**src/rtl/melody_sequencer.sv**
```systemverilog
// Purpose: steps through a {hz, dur} score ROM and drives a tone frequency to a buzzer player.
// Latency: 2 cycles (FETCH, LATCH) per entry before its note sounds; each note lasts dur*UNIT_CYCLES.
// Backpressure: none on the score ROM; 'pause' freezes PLAY/GAP counting and mutes hz while high.
// Optional feature: define MELODY_GAP_EN to insert one silent unit after every note.
module melody_sequencer #(
    parameter int CLK_HZ  = 100_000_000,
    parameter int UNIT_MS = 10,
    parameter int ADDR_W  = 8
) (
    input  logic              clk,
    input  logic              rst_n,
    input  logic              start,
    input  logic              stop,
    input  logic              pause,
    input  logic              loop_en,
    output logic [ADDR_W-1:0] score_addr,
    input  logic [19:0]       score_data,
    output logic [11:0]       hz,
    output logic              busy,
    output logic              done
);

    localparam int          UNIT_CYCLES = CLK_HZ / 1000 * UNIT_MS;
    localparam logic [31:0] UNIT_LAST   = 32'(UNIT_CYCLES - 1);
    localparam logic [ADDR_W-1:0] ADDR_ONE = {{(ADDR_W-1){1'b0}}, 1'b1};

    typedef enum logic [2:0] {
        S_IDLE,
        S_FETCH,
        S_LATCH,
        S_PLAY
`ifdef MELODY_GAP_EN
        , S_GAP
`endif
    } state_t;

    state_t      state;
    logic [11:0] hz_q;
    logic [31:0] unit_cnt;
    logic [7:0]  remaining;

    logic [11:0] entry_hz;
    logic [7:0]  entry_dur;

    assign entry_hz  = score_data[19:8];
    assign entry_dur = score_data[7:0];

    // Busy is a pure decode of the state register.
    assign busy = (state != S_IDLE);

    // Pause mutes the current note immediately while keeping it in hz_q for release;
    // GAP already drives hz_q to zero, so only PLAY needs masking.
    assign hz = (pause && (state == S_PLAY)) ? 12'd0 : hz_q;

    // Playback state machine: score walking, note timing, stop/loop/end handling.
    always_ff @(posedge clk or negedge rst_n) begin
        if (!rst_n) begin
            state      <= S_IDLE;
            score_addr <= '0;
            hz_q       <= 12'd0;
            unit_cnt   <= 32'd0;
            remaining  <= 8'd0;
            done       <= 1'b0;
        end else begin
            done <= 1'b0;
            if (stop) begin
                // Abort wins over everything, including a same-cycle start.
                state     <= S_IDLE;
                hz_q      <= 12'd0;
                unit_cnt  <= 32'd0;
                remaining <= 8'd0;
            end else begin
                case (state)
                    S_IDLE: begin
                        if (start) begin
                            score_addr <= '0;
                            state      <= S_FETCH;
                        end
                    end
                    S_FETCH: begin
                        // ROM read is in flight; hz keeps the previous note to avoid a click.
                        state <= S_LATCH;
                    end
                    S_LATCH: begin
                        if (entry_dur == 8'd0) begin
                            // Looping a score whose first entry is the marker would spin forever,
                            // so that case ends playback like a normal end of score.
                            if (loop_en && (score_addr != '0)) begin
                                score_addr <= '0;
                                state      <= S_FETCH;
                            end else begin
                                state <= S_IDLE;
                                hz_q  <= 12'd0;
                                done  <= 1'b1;
                            end
                        end else begin
                            hz_q      <= entry_hz;
                            unit_cnt  <= 32'd0;
                            remaining <= entry_dur;
                            state     <= S_PLAY;
                        end
                    end
                    S_PLAY: begin
                        if (!pause) begin
                            if (unit_cnt == UNIT_LAST) begin
                                unit_cnt  <= 32'd0;
                                remaining <= remaining - 8'd1;
                                if (remaining == 8'd1) begin
                                    score_addr <= score_addr + ADDR_ONE;
`ifdef MELODY_GAP_EN
                                    hz_q  <= 12'd0;
                                    state <= S_GAP;
`else
                                    state <= S_FETCH;
`endif
                                end
                            end else begin
                                unit_cnt <= unit_cnt + 32'd1;
                            end
                        end
                    end
`ifdef MELODY_GAP_EN
                    S_GAP: begin
                        if (!pause) begin
                            if (unit_cnt == UNIT_LAST) begin
                                unit_cnt <= 32'd0;
                                state    <= S_FETCH;
                            end else begin
                                unit_cnt <= unit_cnt + 32'd1;
                            end
                        end
                    end
`endif
                    default: begin
                        state <= S_IDLE;
                        hz_q  <= 12'd0;
                    end
                endcase
            end
        end
    end

endmodule

```
**config.mk**
```make
export PLATFORM = sky130hd
export DESIGN_NAME = melody_sequencer
export DESIGN_NICKNAME = d
export VERILOG_FILES = /design/src/rtl/melody_sequencer.sv
export SDC_FILE = /design/constraint.sdc
export NUM_CORES = 1
export LEC_CHECK = 0
export CAP_MARGIN = 20
export CORE_UTILIZATION = 35
export DETAILED_ROUTE_END_ITERATION = 8
export PLACE_DENSITY = 0.67
export SLEW_MARGIN = 15
export SYNTH_ARGS = -nofsm -noshare
export SYNTH_HDL_FRONTEND = slang
export SYNTH_SLANG_ARGS = --single-unit
```
**constraint.sdc**
```tcl
create_clock -name clk -period 7.4 [get_ports clk]
set_clock_uncertainty 0.05 [all_clocks]
set_input_delay 1.11 -clock clk [delete_from_list [all_inputs] [get_ports clk]]
set_output_delay 1.11 -clock clk [all_outputs]
set_load 0.05 [all_outputs]
```
==> run summary, run 1 <==
The count of warnings emitted by yosys came out at 0. After layout, the worst path uses between 50% and 60% of the clock period. After filler insertion, the fill cell instance count of the layout stands at around 1,000. The proportion of synthesized flip-flops having asynchronous set or reset came out at 100%. The CTS H-tree depth is 3.

The per-cell routed wire length came out at 15.5 microns. The number of gates given a new drive strength after cts came out at 0. STA puts the critical path data required time at between 6 and 7 ns. Yosys attributes the largest share of cell area to sky130_fd_sc_hd__dfrtp_1, sky130_fd_sc_hd__o211ai_1, sky130_fd_sc_hd__a22o_1.

For this run the aggregate overflow at the end of global routing stands at 0. The standard cell core area came out at 0.0104 sq mm. The wire length after detailed routing is slightly above 9 mm.

Based on the critical path, the design can be clocked at up to 249 MHz. The number of failing hold endpoints at the final stage came out at 0. The max-capacitance violation count is 0. In this run the worst hold path is classified as reg2reg. The total number of nets in the final design is 487. The first global-routing pass estimated ~15 mm of wire. In this run the deepest clock path goes through 2 buffers. Among all flip-flop cells after synthesis, the most frequent one is sky130_fd_sc_hd__dfrtp_1.

The top cell type by area accounts for roughly two fifths of the synthesized area. The total number of clock tree sinks is 63. The number of CTS-inserted buffers is 9. The tree is rooted in a sky130_fd_sc_hd__clkbuf_8.

In this run, post-CTS hold repair placed 0 buffers. The worst slew margin relative to its limit came out at 40.3%. The worst-case IR drop observed on VDD is 93.5 uV. In the routed design, unresolved DRC markers number 0. The final total negative setup slack came out at 0 ns. In this run the cell area measured after placement is 0.00437 sq mm. Subtracting the final worst setup slack from the clock period gives 4.01 ns. The area growth from synthesis to layout is 20.9%.

The synthesized design contains 0 enable-type register cells. Setup violations remaining at the end of the flow were counted as 0. Setup repair after global routing left no endpoint under its margin. The top cell type by total area after synthesis is sky130_fd_sc_hd__dfrtp_1. The number of buffers inserted by port buffering is 47. In the final layout, the share of cells above drive strength 1 is 8.77%. TritonCTS built the clock tree. The register bit total from synthesis is 63. The number of antenna violations at the first check in global routing is 0.

STA classifies the critical path startpoint as a primary input. The post-route cell area came out at 0.00458 sq mm. The number of distinct standard cells referenced by the synthesized netlist is 62. The worst setup path is captured at an output pin.

The average cell area after synthesis is 9.28 sq um. The number of core rows came out at 37. The sequential area share after synthesis came out at 41.7%. The effective utilization at floorplan came out at 36.3%.

The largest fanout on the critical path came out at 12. The arrival time at the worst endpoint is about 2.9 ns. The half-perimeter wire length of the detailed placement result came out at 6.38 mm. The largest net degree at the start of global routing is 64. The global-route usage over all layers is 17.1%. The routed via count divided by cell count is 5.63. In this run the post-CTS setup repair buffer count came out at 0. Clock-pin slew was measured on the worst setup and hold paths at 0.08 ns. The number of optimization iterations in the first detailed-route pass is 5. The die extent in y came out at 106 microns. The power density relative to cell area is between 200 and 250 mW/mm^2. The routed layout has ~3,300 vias. The number of violations reported at the end of detailed-routing iteration 0 is 254. Synthesis produced a netlist whose cell count is 408.

The die extent in x is approximately 110 microns. The net count of the mapped netlist is around 440. The number of non-filler instances in the completed layout came out at 592. The I/O pin total is 48. The congestion estimate from routability-driven global placement came to 0.826. The run finished with clean final reports. The worst setup path is of the in2out kind. The clock network latency to the later pin of the worst-skew pair came out at 0.35 ns.

Once detail routing completed, the nets flagged for antenna violations numbered 0. The static leakage came out at 1.82 nW. The post-synthesis instance area is 0.00378 sq mm. The final core utilization came out at 43.9%.

The transition time of the tightest slew-check pin is slightly below 0.9 ns. The via count of the first global-routing pass is about 3,100. The final count of pins violating max slew is 0.

The antenna cell count is 0. The post-placement cell count came out at 576. The total die area came out at between 0.01 and 0.015 sq mm.
[power by group]
group | internal, mW | switching, mW
sequential | 0.373 | 0.0310
clock | 0.173 | 0.143
combinational | 0.128 | 0.243
[cell usage after synthesis (14+ instances only)]
| cell | n |
|---|---|
| sky130_fd_sc_hd__clkbuf_1 | 14 |
| sky130_fd_sc_hd__a21oi_1 | 16 |
| sky130_fd_sc_hd__inv_1 | 20 |
| sky130_fd_sc_hd__a22o_1 | 16 |
| sky130_fd_sc_hd__nand2_1 | 22 |
| sky130_fd_sc_hd__dfrtp_1 | 63 |
| sky130_fd_sc_hd__nand3_1 | 16 |
| sky130_fd_sc_hd__o21ai_0 | 18 |
| sky130_fd_sc_hd__o211ai_1 | 19 |
| sky130_fd_sc_hd__and2_1 | 16 |
| sky130_fd_sc_hd__nor2_1 | 32 |
[placed cells by master (no fill, tap or decap), drive strengths merged, types with 19 or more instances in the layout]
cell           count
o21ai             19
inv               20
clkdlybuf4s50     46
o211ai            19
nand2             22
nor2              32
dfrtp             63
[flip-flops by register name, summed over array words and instances (netlist names)]
signal / cells
score_addr: 8
done: 1
remaining: 8
unit_cnt: 32
hz_q: 12
state: 2
[cells by family (layout without fill, tap and decap cells)]
family,count (synthesis),in the layout,share of synthesized area [%]
AND/OR/NAND/NOR,174,174,27.1
adder cells (fa/ha/maj),10,10,3.31
buffers and inverters,39,87,4.13
AO/OA/AOI/OAI,108,108,20.4
flip-flops,63,63,41.7
XOR/XNOR,10,10,2.31
multiplexers,4,4,1.09
[layer usage]
metal,track usage (%),up-vias,routed length [microns]
met5,0,-,0
met2,26.4,87,4270
met1,23.5,1602,4300
met4,7.34,0,169
met3,3.13,14,424
li1,-,1627,-
[worst max-delay path, stage by stage]
cell                              delay [ns]
sky130_fd_sc_hd__clkdlybuf4s50_1        0.46
sky130_fd_sc_hd__nand2_1                0.28
sky130_fd_sc_hd__and2_1                 0.19
sky130_fd_sc_hd__clkdlybuf4s50_1        0.80
[metrics by stage]
stage                     total power, mW  setup slack (ns)  hold slack (ns)
after floorplan                     0.669              4.42            0.414
after global placement              0.773              3.41            0.434
after detailed placement            0.778              3.37            0.436
after CTS                            1.10              3.36            0.456
after global routing                 1.15              3.27            0.475
final                                1.09              3.39            0.452
[area by class of cell]
| cell class | count | area (sq um) | area share, % |
|---|---|---|---|
| inverter | 20 | 75.1 | 1.64 |
| clock buffer | 11 | 151 | 3.31 |
| clock inverter | 5 | 56.3 | 1.23 |
| tap | 136 | 170 | 3.72 |
| sequential | 63 | 1580 | 34.4 |
| timing repair buffer | 51 | 495 | 10.8 |
| multi-input combinational | 306 | 2050 | 44.8 |
[path summary, 6_finish.rpt]
kind	start	end	slack, ns	cells past startpoint
worst min register to register	hz_q[6]$_DFFE_PN0P_	hz_q[6]$_DFFE_PN0P_	0.45	1
worst max register to register	state[1]$_DFFE_PN0P_	unit_cnt[28]$_DFFE_PN0P_	4.38	7
worst max-delay path	pause	hz[10]	3.39	4
min in group asynchronous	rst_n	unit_cnt[20]$_DFFE_PN0P_	0.89	2
max in group asynchronous	rst_n	unit_cnt[5]$_DFFE_PN0P_	5.88	2
worst min-delay path	hz_q[6]$_DFFE_PN0P_	hz_q[6]$_DFFE_PN0P_	0.45	1
(Power assumes the default switching activity.)
==> inputs of run 2 (changes only) <==
- PLACE_DENSITY: 0.67 -> 0.69
- clock period: 7.4 -> 3.5 ns (I/O delays scaled with it)
==> run 2 against run 1 <==
  * Register-to-register slack worse by 3.7 ns
  * Via count is 0.87% higher
  * Worst setup slack got worse by 3.1 ns
  * Die area unchanged
  * Power is 120% higher
  * Cell area increased by 2.1%
  * Clock power rose by 130%
  * Sequential power increased by 110%
  * Count of clock-buffer cells in the layout fell by 1
  * Global-route usage grew 0.74 points
  * Hold slack got worse by 0.21 ns
  * Combinational power rose by 120%
  * Highest routed layer unchanged
==> run summary, run 2 (synthesis results as in run 1) <==
The flow ran to the end, and the final reports show no timing, DRC or antenna violations. The remaining design rule violation count came out at 0 (unchanged). The flip-flop count of the largest register, all copies and words added is 32 (unchanged).

The clock network latency to the later pin of the worst-skew pair came out at 0.36 ns (about the same). The class of the most critical setup path is reg2out. The library cell used most frequently in the layout, excluding fill and tap cells, is sky130_fd_sc_hd__dfrtp_1. The number of antenna-violating nets in the routed design is 0 (unchanged).

The largest net degree at the start of global routing came out at 40 (-38%). Setup repair after global routing left no endpoint under its margin. The number of gates given a new drive strength after cts came out at 0 (unchanged).

The overall overflow remaining after global route came out at 0 (unchanged). The total vias in the final route is 3,359 (+0.87%). The static leakage came out at 1.87 nW (+3.0%). In the layout the commonest cells are sky130_fd_sc_hd__dfrtp_1, sky130_fd_sc_hd__clkdlybuf4s50_1, sky130_fd_sc_hd__nor2_1. The effective utilization at floorplan came to 36.3% (unchanged).

The setup violation total in the final timing report is 0 (unchanged). The I/O pin total came out at 48 (unchanged). The maximum resistive drop on vdd is 299 uV (+220%).

The layout cell share with drive strength beyond 1 came out at 10.7% (+2.0 points). The CTS H-tree depth was 3 (unchanged). The number of antenna violations at the first check in global routing was 0 (unchanged).

The endpoint identified for the worst register-to-register timing path is unit_cnt[31]$_DFFE_PN0P_. The biggest cell delay along the critical path is 0.71 ns (-0.09 ns). STA classifies the critical path startpoint as a register. The final total negative setup slack came to 0 ns (unchanged). The arrival time at the worst endpoint came out at 2.60 ns (-0.25 ns). The wire length after detailed routing came out at 9.46 mm (+3.2%). The critical path required time is 2.92 ns (-3.32 ns).

The antenna cell count was 0 (unchanged). The combined buffer and inverter count along the critical path is 1 (-1). TritonCTS built the clock tree.

The final count of pins violating max slew is 0 (unchanged). The cell sitting at the root of the clock tree is a sky130_fd_sc_hd__clkbuf_8. The global-route usage over all layers came out at 17.9% (+0.74 points). Walking the worst path, the cells encountered are ha_1, nand2_1, and2_1, clkdlybuf4s50_1. Grouping stages by cell kind, the critical path spends the most delay in buffers and inverters. The smallest hold slack came out at 0.242 ns (-0.210 ns).

The weighted congestion at the end of routability-driven global placement is 0.840 (+1.7%). The number of buffers inserted by port buffering is 47 (unchanged). The transition time of the tightest slew-check pin came out at 0.891 ns (-0.00258 ns).

The number of core rows came out at 37 (unchanged). The final worst slack came to 0.330 ns (-3.06 ns). The number of CTS-inserted buffers came out at 9 (unchanged). The routed via count divided by cell count is 5.58 (-0.80%). The total number of clock tree sinks came to 63 (unchanged). The number of violations reported at the end of detailed-routing iteration 0 came out at 218 (-14%). The number of optimization iterations in the first detailed-route pass is 4 (-1). The total number of nets in the final design is 497 (+2.1%). The half-perimeter wire length of the detailed placement result came out at 6.87 mm (+7.7%). The slowest stage of the critical path is the sky130_fd_sc_hd__clkdlybuf4s50_1 cell. The number of failing hold endpoints at the final stage came out at 0 (unchanged). The register with the most flip-flops is unit_cnt. The wire length of the first global-routing pass is 16.0 mm (+4.0%). The worst slew margin relative to its limit came out at 40.6% (+0.36 points). The shortest clock period the worst path allows after layout came out at 3.17 ns. The largest fanout on the critical path came out at 13 (+1). The worst hold path belongs to the class in2async. The die extent in x is 106 microns (unchanged). The maximum frequency from static timing analysis came out at 315 MHz. The sum of internal, switching and leakage power is 2.42 mW (+120%). The first element of the critical path is state[1]$_DFFE_PN0P_. The max-capacitance violation count is 0 (unchanged).

The worst flop-to-flop path startpoint is state[1]$_DFFE_PN0P_. The number of fill cells in the layout is 996 (-0.30%). The number of hold buffers added after cts came out at 0 (unchanged). Compared with the post-synthesis result, the final layout area differs by 23.5%.

The worst reg-to-reg setup slack was 0.71 ns (-3.67 ns). The worst reg-to-reg path cell count is 6 (-1). The total die area came to 0.0112 sq mm (unchanged). The power density relative to cell area came to 518 mW/mm^2 (+120%). The per-cell routed wire length is 15.7 microns (+1.5%).

The worst setup slack after placement came out at 0.441 ns (-2.93 ns). The die extent in y was 106 microns (unchanged). The kind of capture point of the worst setup path is an output pin.

In the finished design, the share of the clock period the worst path needs comes to 90.6%. The standard cell core area is 0.0104 sq mm (unchanged). The largest buffer count on any clock path is 2 (unchanged). In the final layout, the registers with the most flip-flops are unit_cnt x32, hz_q x12. The post-CTS clock slew at the launch and capture registers of the worst setup and hold paths is 0.08 ns (about the same). The via count of the first global-routing pass came to 3,278 (+4.9%). The post-CTS setup buffer count is 0 (unchanged).
[run 2: cell types whose count changed in the layout (fill, tap and decap cells not counted)]
cell | previous run | this run
sky130_fd_sc_hd__clkinvlp_4 | 1 | 2
sky130_fd_sc_hd__clkinv_2 | 2 | 0
sky130_fd_sc_hd__buf_4 | 4 | 14
sky130_fd_sc_hd__inv_6 | 0 | 1
sky130_fd_sc_hd__bufinv_16 | 1 | 2
sky130_fd_sc_hd__clkbuf_8 | 11 | 10
[run 2: how the worst max path moves through the flow]
stage	endpoint	cells after the start
2_1_floorplan	hz_q[0]$_DFFE_PN0P_	8
3_3_place_gp	unit_cnt[29]$_DFFE_PN0P_	6
3_5_place_dp	unit_cnt[31]$_DFFE_PN0P_	7
4_1_cts	hz[0]	4
5_1_grt	hz[0]	4
6_report	hz[0]	4
[run 2: final cells by class]
class	instances	area, sq um	share of cell area (%)
clock buffer	10	138	2.94
multi-input combinational	306	2050	43.9
sequential	63	1580	33.7
clock inverter	6	92.6	1.98
inverter	20	75.1	1.61
timing repair buffer	61	571	12.2
tap	136	170	3.64
[run 2: stage by stage]
stage,utilization [%],area [sq um],instances
final,44.9,4670,602
after detailed placement,42.7,4440,586
after floorplan,-,3780,408
after global routing,44.9,4670,602
after CTS,44.9,4670,602
after global placement,42.7,4440,586
[run 2: metal layers]
layer	global-route usage (%)	routed length, microns
met4	6.94	147
met5	0	0
met3	4.11	305
met1	23.5	4460
met2	28.5	4550
[run 2: power by group]
part           internal, mW  leakage [nW]  switching [mW]
sequential            0.788         0.873          0.0684
combinational         0.299         0.890           0.525
clock                 0.424         0.109           0.318
total                  1.51          1.87           0.911
==> inputs of run 3 (changes only) <==
- GPL_TIMING_DRIVEN: not set -> 0
- REMOVE_ABC_BUFFERS: not set -> 1
==> run 3 against run 2 <==
  * Die area unchanged
  * First-iteration DRC count up 21%
  * Largest power group unchanged
  * Global-route usage down 0.42 points
  * Register-to-register slack worse by 0.35 ns
  * Combinational power down 1%
  * Critical path depth up 2
  * Sequential cell count unchanged
  * Sequential share of layout area up 0.28 points
==> run summary, run 3 (synthesis results as in run 1) <==
The number of non-filler instances in the completed layout is 591 (-1.8%). The remaining design rule violation count is 0 (unchanged). In the layout the commonest cells are sky130_fd_sc_hd__dfrtp_1, sky130_fd_sc_hd__clkdlybuf4s50_1, sky130_fd_sc_hd__nor2_1. Ranked by flip-flop count, first place goes to unit_cnt. The largest individual stage delay along the critical path comes from the cell sky130_fd_sc_hd__clkdlybuf4s50_1. The total number of nets in the final design came out at 486 (-2.2%). The overall overflow remaining after global route was 0 (unchanged). Leaving out fill and tap cells, the most frequent cell in the layout is sky130_fd_sc_hd__dfrtp_1. The signal on the critical path passes through clkdlybuf4s50_1, nand2b_1, and3b_1, or3_1, or4_1, a21oi_1. The per-cell routed wire length came out at 15.6 microns (-0.49%).

The power density relative to cell area came out at 523 mW/mm^2 (+0.89%). The number of gates given a new drive strength after cts came out at 1 (+1). The power share of the combinational group is 33.7% (-0.3 points). The area growth from synthesis to layout is 22.5%.

The transition time of the tightest slew-check pin came out at 0.887 ns (-0.00336 ns). The shortest clock period the worst path allows after layout is 3.20 ns (+0.0319 ns). The static leakage came out at 1.83 nW (-2.1%). The biggest cell delay along the critical path is 1.05 ns (+0.34 ns).

The number of core rows came out at 37 (unchanged). The type of the most critical hold path is in2async. The CTS H-tree depth came to 3 (unchanged). The number of CTS-inserted buffers came to 9 (unchanged). The total die area is 0.0112 sq mm (unchanged).

The die extent in x was 106 microns (unchanged). The worst slew margin relative to its limit is 40.7% (about the same). The kind of start point of the critical path is a primary input.

The total vias in the final route is 3,398 (+1.2%). The flip-flop count of the largest register, all copies and words added came out at 32 (unchanged). The largest net degree at the start of global routing is 35 (-13%). The number of antenna violations at the first check in global routing is 0 (unchanged). The number of optimization iterations in the first detailed-route pass came out at 5 (+1). The global-route usage over all layers is 17.4% (-0.42 points). Setup repair after global routing left no endpoint under its margin.

The fraction of power spent switching nets was 36.9% (-0.76 points). The sequential power share came out at 35.2% (-0.2 points). The via count of the first global-routing pass came out at 3,288 (+0.31%). The maximum resistive drop on vdd came out at 180 uV (-40%). The largest fanout on the critical path is 24 (+11). The routed via count divided by cell count came out at 5.75 (+3.0%). The clock network latency to the later pin of the worst-skew pair came out at 0.35 ns (about the same). The number of violations reported at the end of detailed-routing iteration 0 came out at 263 (+21%). STA classifies the critical path endpoint as a register. The wire length after detailed routing came to 9.25 mm (-2.3%). The cell at the root of the clock tree is sky130_fd_sc_hd__clkbuf_8. The weighted congestion at the end of routability-driven global placement is 0.841 (+0.20%). The number of hold buffers added after cts came out at 0 (unchanged). The cell-internal power came out at 1.53 mW (+1.3%). The half-perimeter wire length of the detailed placement result was 6.54 mm (-4.8%). The smallest hold slack came out at 0.0434 ns (-0.199 ns).

The class of the most critical setup path is in2reg. The largest buffer count on any clock path is 2 (unchanged). The net load switching power was 0.893 mW (-2.0%). The standard cell core area came to 0.0104 sq mm (unchanged). The layout cell share with drive strength beyond 1 is 9.23% (-1.5 points). The total number of clock tree sinks came out at 63 (unchanged). The critical path required time came out at 3.72 ns (+0.80 ns). The post-CTS clock slew at the launch and capture registers of the worst setup and hold paths is 0.07 ns (about the same). The number of fill cells in the layout is 1,005 (+0.90%).

The arrival time at the worst endpoint is 3.42 ns (+0.82 ns). The wire length of the first global-routing pass came to 15.8 mm (-1.2%). The clock group share of total power is 31.1% (+0.5 points). The post-placement cell count was 575 (-1.9%). The worst reg-to-reg path cell count came to 6 (unchanged). The final total negative setup slack is 0 ns (unchanged). The maximum frequency from static timing analysis came to 312 MHz (-1.0%). The setup violation total in the final timing report came out at 0 (unchanged). The I/O pin total came out at 48 (unchanged).

The largest registers in the layout are unit_cnt x32, hz_q x12. The sum of internal, switching and leakage power is 2.42 mW (about the same). The post-CTS setup buffer count came out at 0 (unchanged). The antenna cell count came out at 0 (unchanged). The number of antenna-violating nets in the routed design was 0 (unchanged). The effective utilization at floorplan came to 36.3% (unchanged).

The final count of pins violating max slew is 0 (unchanged). The number of buffers inserted by port buffering came out at 47 (unchanged). The flow ran to the end, and the final reports show no timing, DRC or antenna violations.

The TritonCTS clock tree is yes. The number of failing hold endpoints at the final stage was 0 (unchanged). The die extent in y came out at 106 microns (unchanged). The max-capacitance violation count was 0 (unchanged).

The final cycle utilization of the critical path is 91.5% (+0.91 points).
[run 3: cell count changes in the layout (fill, tap and decap cells not counted), sizes merged]
cell	previous run	this run
buf	15	4
inv	21	20
clkinvlp	2	1
clkbuf	10	12
[run 3: layout make-up]
cell class | count | area, sq um | share of cell area [%]
clock buffers | 12 | 165 | 3.56
clock inverters | 4 | 76.3 | 1.65
inverters | 20 | 75.1 | 1.62
multi-input cells | 306 | 2060 | 44.5
flip-flops and latches | 63 | 1580 | 34.0
well taps | 136 | 170 | 3.67
repair buffers | 50 | 510 | 11.0
[run 3: final timing paths]
check	start	end	slack, ns
min in group clk	hz_q[9]$_DFFE_PN0P_	hz_q[9]$_DFFE_PN0P_	0.45
worst max register to register	state[1]$_DFFE_PN0P_	unit_cnt[28]$_DFFE_PN0P_	0.36
worst min-delay path	rst_n	score_addr[5]$_DFFE_PN0P_	0.04
worst max-delay path	stop	unit_cnt[31]$_DFFE_PN0P_	0.30
max in group asynchronous	rst_n	hz_q[3]$_DFFE_PN0P_	2.84
worst min register to register	hz_q[9]$_DFFE_PN0P_	hz_q[9]$_DFFE_PN0P_	0.45
[run 3: routing by layer]
metal  wire [microns]  track usage [%]  vias up
li1                 -                -     1620
met1             4360             23.5     1659
met4              175             8.23        0
met5                0                0        -
met2             4300             27.8      105
met3              405             2.15       14
[run 3: worst max-delay path: cells and delay by family]
family / cells / cell delay, ns
compound gates: 1 / 0.17
buf+inv: 1 / 1.05
simple gates: 4 / 1.67
[run 3: per-stage QoR]
step | setup WS [ns] | util, % | instance area [sq um]
3_3_place_gp | -0.734 | 41.7 | 4340
2_1_floorplan | 0.811 | - | 3700
5_1_grt | 0.134 | 44.5 | 4640
3_5_place_dp | -0.0656 | 42.2 | 4390
6_report | 0.298 | 44.5 | 4640
4_1_cts | 0.271 | 44.5 | 4640
[run 3: power by group through the flow]
stage	logic (mW)	clock network, mW	registers [mW]
after global placement	0.760	0	0.861
after CTS	0.812	0.770	0.851
after detailed placement	0.803	0	0.864
after global routing	0.895	0.798	0.863
after floorplan	0.507	0	0.877
final	0.815	0.754	0.853
